===== src/rtl/cnt_pkg.sv =====
// ----------------------------------------------------------------------------
// cnt_pkg
//   Shared constants and helpers for the synchronous modulo counter family.
//   - CNT_MODE_WRAP / CNT_MODE_SAT : legal values of the SATURATE parameter.
//   - pcnt_width()                 : register width needed by the prescaler to
//                                    hold counts 0..PRESCALE-1.
// ----------------------------------------------------------------------------
package cnt_pkg;

    localparam int CNT_MODE_WRAP = 0;
    localparam int CNT_MODE_SAT  = 1;

    // At least one bit, even for PRESCALE values where $clog2 would give 0.
    function automatic int pcnt_width(input int prescale);
        return (prescale <= 2) ? 1 : $clog2(prescale);
    endfunction

endpackage : cnt_pkg


===== src/rtl/counter_prescaler.sv =====
// ----------------------------------------------------------------------------
// counter_prescaler
//   Divides the count enable so that one step is issued every PRESCALE
//   enabled cycles. Only instantiated when PRESCALE >= 2.
// Ports
//   clk    in   clock
//   reset  in   synchronous active-high reset, clears the phase count
//   en     in   advance the phase count this cycle
//   clr    in   restart the phase count at 0 (wins over en)
//   step   out  combinational: en is high and the phase count is at its last value
// ----------------------------------------------------------------------------
module counter_prescaler
    import cnt_pkg::*;
#(
    parameter int PRESCALE = 2
) (
    input  logic clk,
    input  logic reset,
    input  logic en,
    input  logic clr,
    output logic step
);

    localparam int            PW        = pcnt_width(PRESCALE);
    localparam logic [PW-1:0] PCNT_LAST = PW'(PRESCALE - 1);

    logic [PW-1:0] pcnt_q;
    logic [PW-1:0] pcnt_d;
    logic          at_last;

    assign at_last = (pcnt_q == PCNT_LAST);

    // Not gated by clr here; the top suppresses the step when a load is present.
    assign step = en && at_last;

    always_comb begin
        // NOTE: default assignment first so every path assigns pcnt_d and no latch is inferred.
        pcnt_d = pcnt_q;
        if (clr) begin
            pcnt_d = '0;
        end else if (en) begin
            pcnt_d = at_last ? '0 : pcnt_q + PW'(1);
        end
    end

    // NOTE: non-blocking assignment for registered state so all flops update together at the edge.
    always_ff @(posedge clk) begin
        if (reset) begin
            pcnt_q <= '0;
        end else begin
            pcnt_q <= pcnt_d;
        end
    end

endmodule : counter_prescaler


===== src/rtl/sync_mod_counter.sv =====
// ----------------------------------------------------------------------------
// sync_mod_counter
//   Fully synchronous up/down modulo counter with parallel load, prescaled
//   enable, wrap/saturate behaviour at the ends of the range, a combinational
//   terminal-count strobe and a sticky overflow flag.
// Parameters
//   WIDTH     counter width (>= 2)
//   MODULUS   count range 0..MODULUS-1 (2 <= MODULUS <= 2**WIDTH)
//   SATURATE  CNT_MODE_WRAP or CNT_MODE_SAT
//   PRESCALE  one step per PRESCALE enabled cycles (>= 1)
// Ports
//   clk       in   clock
//   reset     in   synchronous active-high reset (highest priority)
//   en        in   count enable
//   up_dn     in   1 = up, 0 = down
//   load      in   parallel load strobe (beats counting)
//   load_val  in   load value, clamped to MODULUS-1
//   clr_ovf   in   clears ovf (a simultaneous tc wins)
//   q         out  registered count
//   tc        out  combinational terminal-count strobe
//   ovf       out  registered sticky overflow/underflow flag
// ----------------------------------------------------------------------------
module sync_mod_counter
    import cnt_pkg::*;
#(
    parameter int WIDTH    = 8,
    parameter int MODULUS  = 256,
    parameter int SATURATE = CNT_MODE_WRAP,
    parameter int PRESCALE = 1
) (
    input  logic             clk,
    input  logic             reset,
    input  logic             en,
    input  logic             up_dn,
    input  logic             load,
    input  logic [WIDTH-1:0] load_val,
    input  logic             clr_ovf,
    output logic [WIDTH-1:0] q,
    output logic             tc,
    output logic             ovf
);

    // Terminal value held as a WIDTH-bit constant so no arithmetic needs a wider result.
    localparam logic [WIDTH-1:0] Q_MAX    = WIDTH'(MODULUS - 1);
    localparam bit               SAT_MODE = (SATURATE == CNT_MODE_SAT);

`ifndef SYNTHESIS
    initial begin
        if (WIDTH < 2 || MODULUS < 2 || longint'(MODULUS) > (longint'(1) << WIDTH) ||
            PRESCALE < 1) begin
            $error("sync_mod_counter: illegal parameters WIDTH=%0d MODULUS=%0d PRESCALE=%0d",
                   WIDTH, MODULUS, PRESCALE);
        end
    end
`endif

    logic [WIDTH-1:0] q_q;
    logic [WIDTH-1:0] q_d;
    logic             ovf_q;
    logic             ovf_d;
    logic             step;
    logic             at_term;

    generate
        if (PRESCALE == 1) begin : g_no_prescale
            assign step = en;
        end else begin : g_prescale
            counter_prescaler #(
                .PRESCALE (PRESCALE)
            ) u_prescaler (
                .clk   (clk),
                .reset (reset),
                .en    (en),
                .clr   (load),
                .step  (step)
            );
        end
    endgenerate

    // The end of the range depends on the direction sampled in this same cycle.
    assign at_term = up_dn ? (q_q == Q_MAX) : (q_q == '0);
    assign tc      = step && !load && !reset && at_term;

    always_comb begin
        q_d = q_q;
        if (load) begin
            q_d = (load_val > Q_MAX) ? Q_MAX : load_val;
        end else if (step) begin
            if (up_dn) begin
                q_d = (q_q == Q_MAX) ? (SAT_MODE ? Q_MAX : '0) : q_q + WIDTH'(1);
            end else begin
                q_d = (q_q == '0) ? (SAT_MODE ? '0 : Q_MAX) : q_q - WIDTH'(1);
            end
        end
    end

    // Setting from tc takes precedence over clearing.
    always_comb begin
        ovf_d = ovf_q;
        if (tc) begin
            ovf_d = 1'b1;
        end else if (clr_ovf) begin
            ovf_d = 1'b0;
        end
    end

    always_ff @(posedge clk) begin
        if (reset) begin
            q_q   <= '0;
            ovf_q <= 1'b0;
        end else begin
            q_q   <= q_d;
            ovf_q <= ovf_d;
        end
    end

    assign q   = q_q;
    assign ovf = ovf_q;

endmodule : sync_mod_counter


===== config.mk =====
export PLATFORM = sky130hd
export DESIGN_NAME = sync_mod_counter
export DESIGN_NICKNAME = d
export VERILOG_FILES = /design/src/rtl/cnt_pkg.sv /design/src/rtl/counter_prescaler.sv /design/src/rtl/sync_mod_counter.sv
export SDC_FILE = /design/constraint.sdc
export NUM_CORES = 1
export LEC_CHECK = 0
export BUFFER_PORTS_ARGS = -buffer_cell sky130_fd_sc_hd__buf_4
export CAP_MARGIN = 25
export CORE_UTILIZATION = 54
export CTS_CLUSTER_SIZE = 40
export DETAILED_ROUTE_END_ITERATION = 10
export GPL_ROUTABILITY_DRIVEN = 0
export PLACE_DENSITY = 0.82
export REMOVE_ABC_BUFFERS = 1
export SLEW_MARGIN = 30
export SYNTH_ARGS = -nofsm -noshare
export SYNTH_HDL_FRONTEND = slang
export SYNTH_SLANG_ARGS = --single-unit

===== constraint.sdc =====
create_clock -name clk -period 5.7 [get_ports clk]
set_input_delay 0.285 -clock clk [delete_from_list [all_inputs] [get_ports clk]]
set_output_delay 0.285 -clock clk [all_outputs]
set_load 0.02 [all_outputs]

Word-level counts from Yosys, hierarchy flattened
Index checks and enable logic that the tools add are counted.
{"block": "op_classes", "bitwise": 0, "reduce_logical": 8, "n_shift": 0, "n_eq_ne": 1, "n_mux": 9, "multipliers": 0, "n_div": 0, "n_addsub": 2, "magnitude_cmp": 1}
{"cell": "two-way mux 8 bit", "count": 6}
{"cell": "adder 8 x 1 -> 8 bit, second input constant", "count": 1}
{"cell": "== test 8 bit, second input constant", "count": 1}
{"cell": "greater-than comparator 8 bit, second input constant", "count": 1}
{"cell": "logical NOT 8 bit", "count": 1}
{"cell": "subtractor 8 x 1 -> 8 bit, second input constant", "count": 1}
{"cell": "nonzero test 2 bit", "count": 2}
{"cell": "logical AND 1 bit", "count": 3}
{"cell": "two-way mux 1 bit", "count": 3}
{"cell": "logical NOT 1 bit", "count": 2}
{"block": "totals", "in_bits": 14, "ramBits": 0, "output_inout_bits": 10, "latch_bits": 0, "word_cells": 23, "ff_bits": 9, "rom_bits": 0, "mem_count": 0}

Depth between registers and ports, before layout
{"block": "depth", "ltp_word": 5, "depth_mapped": 7, "depth_no_buf": 6}

Worst setup path after synthesis
No wires, ideal clock.
{"block": "synth_timing", "path_type": "register -> output", "startpoint": "register q_q[0] (netlist: q[0])", "endpoint": "output port tc", "arrival_ps": 1990, "setup_slack_ps": 3425, "path_stages_with_launch": 8, "cell_sequence": "dfxtp_1 -> clkbuf_1 -> inv_1 -> ha_1 -> or3b_2 -> nor3_1 -> a21oi_1 -> nor2_1"}
{"block": "synth_between", "elab_chain_len": 3, "elab_cells_between_ends": 4, "cone_classes": "eq/ne (1); mux (1); reduce/logical (2)"}
{"item": "from (decl)", "line_no": "sync_mod_counter.sv:57", "rtl": "logic [WIDTH-1:0] q_q;"}
{"item": "from (signal assigned)", "line_no": "sync_mod_counter.sv:112", "rtl": "q_q <= q_d;"}
{"item": "== test 8 bit / logical NOT 8 bit (equally long branches)", "line_no": "sync_mod_counter.sv:81", "rtl": "assign at_term = up_dn ? (q_q == Q_MAX) : (q_q == '0);"}
{"item": "two-way mux 1 bit *", "line_no": "sync_mod_counter.sv:81"}
{"item": "logical AND 1 bit *", "line_no": "sync_mod_counter.sv:82", "rtl": "assign tc = step && !load && !reset && at_term;"}
{"item": "to (decl)", "line_no": "sync_mod_counter.sv:39", "rtl": "output logic tc,"}
Mark *: on every way between the ends. The rest lies on a longest branch, timed or not.

Worst setup path in the final report
Ends and elaborated chain as after synthesis.

==> impl_metrics.tcl <==
set metrics [dict create \
    setup_viol_count_final 0 \
    tritoncts_clock_tree "done" \
    finalCritPeriodShare 0.443 \
    postRouteWirelength_um 2330 \
    ant_nets 0 \
    maxSlewHeadroom 0.582 \
    most-common-layout-cells "sky130_fd_sc_hd__buf_4 (23), sky130_fd_sc_hd__nand2_1 (13), sky130_fd_sc_hd__a21oi_1 (10)" \
    ctsHoldBuffers 0 \
    hold_violations 0 \
    startpoint_type "register" \
    num_vias 997 \
    post_drt_via_cell_ratio 6.27 \
    drt_drc_violations_left 0 \
    report.final.slew_viol_count 0 \
    worst_setup_path_end_kind "output pin" \
    gr-usage-met3 0.0894 \
    maximum_number_of_pins_on_one_net_before_global_route_repair 19 \
    tritoncts_num_sinks 9 \
    type_of_the_most_critical_hold_path "in2reg" \
    vdd_drop_max_mv 0.153 \
    clk_pin_slew_worst_paths_ps 60 \
    grt_most_used_layer "met2" \
    synth-warning-count 0 \
    num_rows 14 \
    switching_power_w 0.0000791 \
    post_synth_inst_count 129 \
    crit_fanout 13 \
    die_height_um 42.7 \
    gr-usage-met2 0.452 \
    most_common_cell_after_layout_fill_and_taps_aside "sky130_fd_sc_hd__buf_4" \
    ios 24 \
    die-area_um2 1830 \
    power.density_cell_area_nw_per_um2 202 \
    tmin_final_ps 2520 \
    cap_viol_max_count 0 \
    status "completed" \
    power.leakage_nw 0.440 \
    groute.usage.overall 0.284 \
    grt.overflow.total 0 \
    ys_seq_elements 9 \
    finalClockSkew_ps 2.38 \
    antenna-diode-count 0 \
    area.growth.synth_to_final_pct 17.2 \
    drive_above_1_share 0.224 \
    worst_pin_slew_ps 621 \
    cp_data_arrival_time_ps 2240 \
    clockPowerShare 0.245 \
    io_buffer_count 23 \
    clk-insertion-delay-late_ps 270 \
    achievable-frequency_mhz 396 \
    syn_area_um2 896 \
    fin_ws_ps 3180 \
    drt-pass1-iter-count 4 \
    grt.met1_usage 0.351 \
    postSynthAreaPerCell_um2 6.94 \
    synth.yosys.seq_area_share 0.201 \
    post_detailed_route_wirelength_per_cell_um 14.6 \
    rsz_0062_raised_after_global_routing "false" \
    internal_power_w 0.000133 \
    sequential_share_of_power 0.392 \
    h-tree-depth 1 \
    cts_max_path_buffers 2 \
    grt_pass1_wl_um 3970 \
    post_cts_resize_count 0 \
    violation_count_after_the_first_detailed_route_iteration 37 \
    design.final.nets 161 \
    worst-setup-path-type "reg2out" \
    floorplan.die.width_um 42.7 \
    hpwl_after_detailed_placement_um 1660 \
    vias_in_the_first_global_route 911 \
    number_of_antenna_violations_at_the_first_check_in_global_routing 0 \
    core-area_um2 1520 \
    final.setup.tns_ps 0 \
    cts_root_buf "sky130_fd_sc_hd__clkbuf_4" \
    cts_inserted_buffers 3 \
    initial_core_util 0.588 \
    switching_share 0.373 \
    required_ps 5410 \
    cts.repair_timing.setup_buffer_count 0 \
    synth_cell_types 41 \
    numPlacedInstances 155 \
    dpl_worst_slack_ps 3500 \
    final-instance-count-excl-fill 159 \
    power.share.combinational 0.363 \
]
critical path, stage by stage, from the launching register on:
cell,delay (ps)
sky130_fd_sc_hd__dfxtp_1,430
sky130_fd_sc_hd__inv_1,130
sky130_fd_sc_hd__ha_1,180
sky130_fd_sc_hd__or3b_2,500
sky130_fd_sc_hd__nor3_1,320
sky130_fd_sc_hd__a21oi_1,100
sky130_fd_sc_hd__nor2_1,140
sky130_fd_sc_hd__buf_4,160
layout make-up:
class	count	area [um2]
clock buffer	4	26.3
tap	16	20.0
multi-input combinational	100	624
fill	136	474
timing repair buffer	23	173
inverter	7	26.3
sequential	9	180
logic make-up (layout without fill, tap and decap cells):
logic type	Yosys count	in the layout	share of synthesized area
DFF	9	9	0.201
muxes	2	2	0.0223
and+or+nand+nor	55	55	0.327
buffers and inverters	20	34	0.102
xor gates and xnor gates	3	3	0.0293
AOI/OAI and AO/OA	37	37	0.277
adders and majority gates	3	3	0.0419
power groups by stage:
stage	clock, W	combinational [W]	sequential, W
detailed placement	0	0.0000759	0.0000838
floorplan	0	0.0000425	0.0000870
finish	0.0000519	0.0000769	0.0000832
CTS	0.0000536	0.0000765	0.0000824
global route	0.0000569	0.0000848	0.0000845
global placement	0	0.0000748	0.0000832
flip-flops by register name, indices dropped and copies added (netlist names):
register  cells
ovf           1
q             8
cell usage after synthesis, drive strengths merged:
| cell | n | area [um2] |
|---|---|---|
| mux2i | 2 | 20.0 |
| or3b | 2 | 17.5 |
| dfxtp | 9 | 180 |
| o211ai | 3 | 27.5 |
| o21ai | 7 | 35.0 |
| a41oi | 1 | 8.76 |
| a31o | 2 | 17.5 |
| and3 | 1 | 6.26 |
| buf | 5 | 35.0 |
| o21a | 1 | 7.51 |
| nor3 | 8 | 40.0 |
| or3 | 2 | 12.5 |
| nor3b | 3 | 22.5 |
| nand2b | 1 | 6.26 |
| a21oi | 10 | 50.1 |
| a211o | 2 | 17.5 |
| xor2 | 1 | 8.76 |
| o21bai | 2 | 15.0 |
| a31oi | 3 | 18.8 |
| a311oi | 1 | 8.76 |
| xnor2 | 2 | 17.5 |
| ha | 3 | 37.5 |
| o32ai | 1 | 8.76 |
| or4 | 1 | 11.3 |
| nand3 | 5 | 25.0 |
| nor4 | 4 | 25.0 |
| clkbuf | 8 | 30.0 |
| nand4 | 1 | 6.26 |
| or4b | 1 | 10.0 |
| inv | 7 | 26.3 |
| nor2b | 4 | 25.0 |
| nor2 | 8 | 30.0 |
| o31ai | 2 | 15.0 |
| or2 | 1 | 6.26 |
| o31a | 2 | 17.5 |
| nand2 | 13 | 48.8 |
layer usage:
layer | wire, um | vias up
met1 | 1010 | 450
met5 | 0 | -
li1 | - | 497
met4 | 32 | 0
met2 | 1120 | 44
met3 | 163 | 6
path summary, 6_finish.rpt:
path	start	end	slack, ps	depth (start not counted)
worst min-delay path	clr_ovf	ovf$_SDFFE_PP0P_	270	4
worst max register to register	q[0]$_SDFFE_PP0P_	q[2]$_SDFFE_PP0P_	3620	6
worst max-delay path	q[0]$_SDFFE_PP0P_	tc	3180	7
worst min register to register	ovf$_SDFFE_PP0P_	ovf$_SDFFE_PP0P_	460	2
through the flow:
step | utilization | total power [W] | hold WS [ps] | cell area (um2)
2_1_floorplan | - | 0.000130 | 354 | 831
3_3_place_gp | 0.672 | 0.000158 | 459 | 1020
4_1_cts | 0.689 | 0.000213 | 262 | 1050
3_5_place_dp | 0.672 | 0.000160 | 448 | 1020
6_report | 0.689 | 0.000212 | 266 | 1050
5_1_grt | 0.689 | 0.000226 | 258 | 1050
Note: power is estimated with default switching activity, not from simulation.
